File: src/rtl/cache_axi_bridge.sv
// Data-cache to AXI4 master bridge: one outstanding line refill/single read and one outstanding
// write-back/single write. Optional macro AXI_RESP_CHECK_EN enables the sticky axi_err response/ID check.
module cache_axi_bridge #(
    parameter int              ID_W  = 4,
    parameter logic [ID_W-1:0] RD_ID = 4'd0,
    parameter logic [ID_W-1:0] WR_ID = 4'd1
) (
    input  logic              clk,
    input  logic              resetn,
    // cache read side
    input  logic              rd_req,
    input  logic [2:0]        rd_type,
    input  logic [31:0]       rd_addr,
    output logic              rd_rdy,
    output logic              ret_valid,
    output logic              ret_last,
    output logic [31:0]       ret_data,
    // cache write side
    input  logic              wr_req,
    input  logic [2:0]        wr_type,
    input  logic [31:0]       wr_addr,
    input  logic [3:0]        wr_wstrb,
    input  logic [127:0]      wr_data,
    output logic              wr_rdy,
    // AXI read address
    output logic [ID_W-1:0]   arid,
    output logic [31:0]       araddr,
    output logic [7:0]        arlen,
    output logic [2:0]        arsize,
    output logic [1:0]        arburst,
    output logic              arvalid,
    input  logic              arready,
    // AXI read data
    input  logic [ID_W-1:0]   rid,
    input  logic [31:0]       rdata,
    input  logic [1:0]        rresp,
    input  logic              rlast,
    input  logic              rvalid,
    output logic              rready,
    // AXI write address
    output logic [ID_W-1:0]   awid,
    output logic [31:0]       awaddr,
    output logic [7:0]        awlen,
    output logic [2:0]        awsize,
    output logic [1:0]        awburst,
    output logic              awvalid,
    input  logic              awready,
    // AXI write data
    output logic [31:0]       wdata,
    output logic [3:0]        wstrb,
    output logic              wlast,
    output logic              wvalid,
    input  logic              wready,
    // AXI write response
    input  logic [ID_W-1:0]   bid,
    input  logic [1:0]        bresp,
    input  logic              bvalid,
    output logic              bready,
    output logic              axi_err
);

    typedef enum logic [1:0] {R_IDLE, R_AR, R_DATA} rd_state_t;
    typedef enum logic [1:0] {W_IDLE, W_AW, W_DATA, W_RESP} wr_state_t;

    localparam logic [2:0] TYPE_LINE   = 3'b100;
    localparam logic [1:0] BURST_INCR  = 2'b01;

    function automatic logic [7:0] f_len(input logic [2:0] t);
        return (t == TYPE_LINE) ? 8'd3 : 8'd0;
    endfunction

    function automatic logic [2:0] f_size(input logic [2:0] t);
        return (t == TYPE_LINE) ? 3'b010 : {1'b0, t[1:0]};
    endfunction

    rd_state_t     r_rd_state, w_rd_state_next;
    wr_state_t     r_wr_state, w_wr_state_next;

    logic [31:0]   r_rd_addr;
    logic [2:0]    r_rd_type;
    logic [31:0]   r_wr_addr;
    logic [2:0]    r_wr_type;
    logic [3:0]    r_wr_strb;
    logic [127:0]  r_wr_data;
    logic [1:0]    r_beat_cnt;

    logic          w_hazard;
    logic          w_wlast;
    logic [7:0]    w_wr_len;
    logic [31:0]   w_wr_word [4];

    // A read may not pass a write-back to the same line, including one being accepted this cycle.
    assign w_hazard = ((r_wr_state != W_IDLE) && (rd_addr[31:4] == r_wr_addr[31:4])) ||
                      ((r_wr_state == W_IDLE) && wr_req && (rd_addr[31:4] == wr_addr[31:4]));

    // ---------------- read path ----------------
    always_ff @(posedge clk) begin
        if (!resetn) begin
            r_rd_state <= R_IDLE;
            r_rd_addr  <= '0;
            r_rd_type  <= '0;
        end else begin
            r_rd_state <= w_rd_state_next;
            if (rd_req && rd_rdy) begin
                r_rd_addr <= rd_addr;
                r_rd_type <= rd_type;
            end
        end
    end

    always_comb begin
        w_rd_state_next = r_rd_state;
        rd_rdy          = 1'b0;
        arvalid         = 1'b0;
        rready          = 1'b0;
        ret_valid       = 1'b0;
        ret_last        = 1'b0;
        case (r_rd_state)
            R_IDLE: begin
                rd_rdy = ~w_hazard;
                if (rd_req && !w_hazard) w_rd_state_next = R_AR;
            end
            R_AR: begin
                arvalid = 1'b1;
                if (arready) w_rd_state_next = R_DATA;
            end
            R_DATA: begin
                rready    = 1'b1;
                ret_valid = rvalid;
                ret_last  = rvalid & rlast;
                if (rvalid && rlast) w_rd_state_next = R_IDLE;
            end
            default: w_rd_state_next = R_IDLE;
        endcase
    end

    assign ret_data = rdata;
    assign arid     = RD_ID;
    assign araddr   = r_rd_addr;
    assign arlen    = f_len(r_rd_type);
    assign arsize   = f_size(r_rd_type);
    assign arburst  = BURST_INCR;

    // ---------------- write path ----------------
    always_ff @(posedge clk) begin
        if (!resetn) begin
            r_wr_state <= W_IDLE;
            r_wr_addr  <= '0;
            r_wr_type  <= '0;
            r_wr_strb  <= '0;
            r_wr_data  <= '0;
            r_beat_cnt <= '0;
        end else begin
            r_wr_state <= w_wr_state_next;
            if (r_wr_state == W_IDLE && wr_req) begin
                r_wr_addr  <= wr_addr;
                r_wr_type  <= wr_type;
                r_wr_strb  <= wr_wstrb;
                r_wr_data  <= wr_data;
                r_beat_cnt <= '0;
            end else if (r_wr_state == W_DATA && wready) begin
                r_beat_cnt <= r_beat_cnt + 2'd1;
            end
        end
    end

    always_comb begin
        w_wr_state_next = r_wr_state;
        wr_rdy          = 1'b0;
        awvalid         = 1'b0;
        wvalid          = 1'b0;
        bready          = 1'b0;
        case (r_wr_state)
            W_IDLE: begin
                wr_rdy = 1'b1;
                if (wr_req) w_wr_state_next = W_AW;
            end
            W_AW: begin
                awvalid = 1'b1;
                if (awready) w_wr_state_next = W_DATA;
            end
            W_DATA: begin
                wvalid = 1'b1;
                if (wready && w_wlast) w_wr_state_next = W_RESP;
            end
            W_RESP: begin
                bready = 1'b1;
                if (bvalid) w_wr_state_next = W_IDLE;
            end
            default: w_wr_state_next = W_IDLE;
        endcase
    end

    genvar gi;
    generate
        for (gi = 0; gi < 4; gi++) begin : g_word
            assign w_wr_word[gi] = r_wr_data[32*gi +: 32];
        end
    endgenerate

    assign w_wr_len = f_len(r_wr_type);
    assign w_wlast  = ({6'd0, r_beat_cnt} == w_wr_len);

    assign awid    = WR_ID;
    assign awaddr  = r_wr_addr;
    assign awlen   = w_wr_len;
    assign awsize  = f_size(r_wr_type);
    assign awburst = BURST_INCR;
    assign wdata   = w_wr_word[r_beat_cnt];
    assign wstrb   = (r_wr_type == TYPE_LINE) ? 4'hF : r_wr_strb;
    assign wlast   = w_wlast;

    // ---------------- response checking ----------------
`ifdef AXI_RESP_CHECK_EN
    logic r_axi_err;
    logic w_r_bad;
    logic w_b_bad;

    assign w_r_bad = rvalid & rready & ((rresp != 2'b00) | (rid != RD_ID));
    assign w_b_bad = bvalid & bready & ((bresp != 2'b00) | (bid != WR_ID));

    always_ff @(posedge clk) begin
        if (!resetn)                r_axi_err <= 1'b0;
        else if (w_r_bad | w_b_bad) r_axi_err <= 1'b1;
    end

    assign axi_err = r_axi_err;
`else
    logic w_unused_resp;
    assign w_unused_resp = ^{rresp, bresp, rid, bid};
    assign axi_err       = 1'b0;
`endif

endmodule

File: config.mk
export PLATFORM = sky130hd
export DESIGN_NAME = cache_axi_bridge
export DESIGN_NICKNAME = d
export VERILOG_FILES = /design/src/rtl/cache_axi_bridge.sv
export SDC_FILE = /design/constraint.sdc
export NUM_CORES = 1
export LEC_CHECK = 0
export ABC_CLOCK_PERIOD_IN_PS = 5670
export CAP_MARGIN = 10
export CORE_ASPECT_RATIO = 1.2
export CORE_MARGIN = 10
export CORE_UTILIZATION = 24
export DETAILED_ROUTE_END_ITERATION = 8
export HOLD_SLACK_MARGIN = 0.05
export PLACE_DENSITY = 0.51
export SLEW_MARGIN = 10
export SYNTH_ARGS = -nofsm -noshare
export SYNTH_HDL_FRONTEND = slang
export SYNTH_SLANG_ARGS = --single-unit
File: constraint.sdc
create_clock -name clk -period 5.67 [get_ports clk]
set_clock_uncertainty 0.15 [all_clocks]
set_input_delay 1.134 -clock clk [delete_from_list [all_inputs] [get_ports clk]]
set_output_delay 1.134 -clock clk [all_outputs]
set_load 0.05 [all_outputs]
==> impl_results.md <==
* CP arrival at about 3800 ps
* Area Overhead vs Synth at 44.8%
* Top-area cell type share of the netlist area at 44.4%
* Tcrit/Tclk final at roughly 90%
* Cells after Synth at approximately 1.1k
* Dominant cell type by area after synthesis: dfxtp_1
* Core ar. at approximately 39000 µm²
* DR WL/cell at 18.1 µm
* Synth area leaders: dfxtp_1, nand2_1, a21oi_1, mux4_2, buf_4
* RSZ-0062 raised after global routing: false
* Distinct cells, synth at 35
* Largest net degree at the start of global routing at 138
* Setup CP Type: in2out
* Global placement routability congestion at about 0.81
* Worst Setup SP: rd_addr[6]
* CP Data Required Time at approximately 4400 ps
* Top-count cell post-synth: nand2_1
* Fin nets at approximately 1.6k
* WHS Endpoint: r_wr_data[64]
* Post-synth design cell area at ~9400 µm²
* Seq pwr share at around 34%
* Total GRT Usage at 13.9%
* Hold-critical path depth at 2
* Vias at around 8k
* Max Root-Sink Buffers at 3
* I/O pins at around 430
* Via density at 4.30
* Sw Share at a little under two fifths
* Clock Power Share at between 30% and 40%
* Total CTS buffers at 24
* Critical path launch point type: primary input
* Number of global-route vias before repair at ~8.5k
* Leakage at 5.04 nW
* Hold Path Class: reg2reg
* Remaining DRCs at 0
* PwrDens at 408 nW/µm²
* Avg Inst Size Synth at ~8.4 µm²
* Async S/R FF share, synth at 0%
* Final setup viols at 0
* Layout cells sized above 1 at 6.66%
* Worst flop-to-flop path endpoint: r_wr_data[46]
* Post-layout minimum cycle time at roughly 5100 ps
* CTS Sinks at 208
* CTS tree: yes
* Worst-Skew Late Latency at approximately 540 ps
* Hold Crit Start: r_wr_data[64]
* Design Area, Final at around 14000 µm²
* Status: finished clean
* Setup slack, reg-to-reg at 2530 ps
* Die width at ~200 µm
* Max Cap Viol at 0
* Final Hold Fails at 0
* Crit path max fanout at 3
* Switching pwr at 2.10 mW
* Synth Register Bits at around 210
* Rel. slew slack at approximately 28%
* Reg clk slew, reported paths at 60 ps
* Number of DRC markers in iteration 0 at ~330
* Synth Flop Type: dfxtp_1
* FF-to-FF path depth at 7
* Synthesis warning total at 0
* DP HPWL at roughly 25000 µm
* Slew at the pin with the worst max-slew slack at 1080 ps
* Chip height at between 200 and 250 µm
* R2r startpoint: r_wr_state[0]
* Post-synth EDFFs at 0
* TNS Setup at 0 ps
* Hold WS at roughly 300 ps
* CTS resizes at 0
* Peak Freq at 197 MHz
* Starting density of the core at 24.2%
* Input/output buffers at 329
* Root Driver: clkbuf_16
* First-pass GRT wire length at 52600 µm
* Setup crit end kind: output port
* Post-synth top cells: nand2_1, dfxtp_1, a21oi_1, clkbuf_1, buf_4
* Final worst setup slack at 603 ps
* Final Core Density at about a third
* Fillers at roughly 4.1k
* Post-Route WL at 34600 µm
* Pre-antenna DRT Iters at 5
* Number of core rows at 79
* Comb pwr share at 36.1%
* Setup bufs post-CTS at 0
* Setup slack after placement at 581 ps
* Die area at between 40000 and 50000 µm²
* Peak supply drop at approximately 0.18 mV
* Antenna-violating nets left at 0
* H-tree Lvls at 1
* Placed Area at between 10000 and 15000 µm²
* Initial antenna violation count at 5
* CTS Hold Bufs at 0
* Pint at between 3 and 4 mW
* GRT overflow at 0
* Count of pins over their slew limit at 0
* Register area share after synthesis at roughly 44%
==> per-layer routing <==
layer	wire length [µm]	global-route usage, %
met1	14000	15.7
met2	16400	23.9
met3	3420	5.63
met4	755	3.75
met5	36	0
==> stage by stage <==
| stage | cells | power [mW] |
|---|---|---|
| floorplan | 1141 | 3.29 |
| finish | 1909 | 5.55 |
| global route | 1908 | 5.87 |
| global placement | 1865 | 3.93 |
| detailed placement | 1865 | 3.95 |
| CTS | 1908 | 5.66 |
==> worst max-delay path, stage by stage <==
cell and delay, ps:
clkdlybuf4s50_1 470, xor2_1 220, nor4_1 330, nand4_1 150, or4_1 560, o21ai_0 120
nor3_1 70, clkdlybuf4s50_1 720
==> cells by family after synthesis <==
group / share of synthesized area, %
buffers and inverters: 8.68
XOR/XNOR: 5.41
other: 0.0801
flip-flops: 44.4
AO/OA/AOI/OAI: 10.1
multiplexers: 11.6
AND/OR/NAND/NOR: 19.1
adder cells (fa/ha/maj): 0.667
==> area by class of cell <==
type | count | area (µm²) | share of cell area [%]
Inverter | 7 | 28.8 | 0.212
Tap cell | 526 | 658 | 4.85
Sequential cell | 208 | 4170 | 30.7
Antenna cell | 1 | 2.50 | 0.0184
Timing Repair Buffer | 336 | 3370 | 24.8
Multi-Input combinational cell | 788 | 4510 | 33.2
Clock buffer | 35 | 733 | 5.40
Clock inverter | 8 | 115 | 0.848
==> registers in the layout, summed over array words and instances (netlist names) <==
signal	flops
r_wr_type	3
r_wr_state	2
r_rd_type	3
r_wr_strb	4
r_beat_cnt	2
awaddr	32
r_wr_data	128
r_rd_state	2
araddr	32
==> placed cells by master (no fill, tap or decap), types with 6 or more instances in the layout <==
cell type	count
inv_1	6
xor2_1	47
nand2_1	411
dfxtp_1	206
conb_1	27
clkbuf_8	7
nor2_1	8
mux4_2	32
buf_4	6
or2_2	6
nor4_1	10
a21boi_0	19
xnor2_1	11
clkbuf_16	25
clkdlybuf4s50_1	328
nand4_1	6
a21oi_1	149
mux2i_1	37
==> power by group through the flow <==
stage | clock, mW | sequential [mW] | combinational, mW
2_1_floorplan | 0 | 2.06 | 1.23
3_3_place_gp | 0 | 1.90 | 2.03
3_5_place_dp | 0 | 1.91 | 2.04
4_1_cts | 1.74 | 1.88 | 2.04
5_1_grt | 1.78 | 1.91 | 2.17
6_report | 1.67 | 1.87 | 2.00
==> worst max path at each step <==
stage	to	slack, ps	cells after the start
floorplan	wlast	1600	2
global placement	rd_rdy	570	8
detailed placement	rd_rdy	580	8
CTS	rd_rdy	570	8
global route	rd_rdy	520	8
finish	rd_rdy	600	8
(Power assumes the default switching activity.)
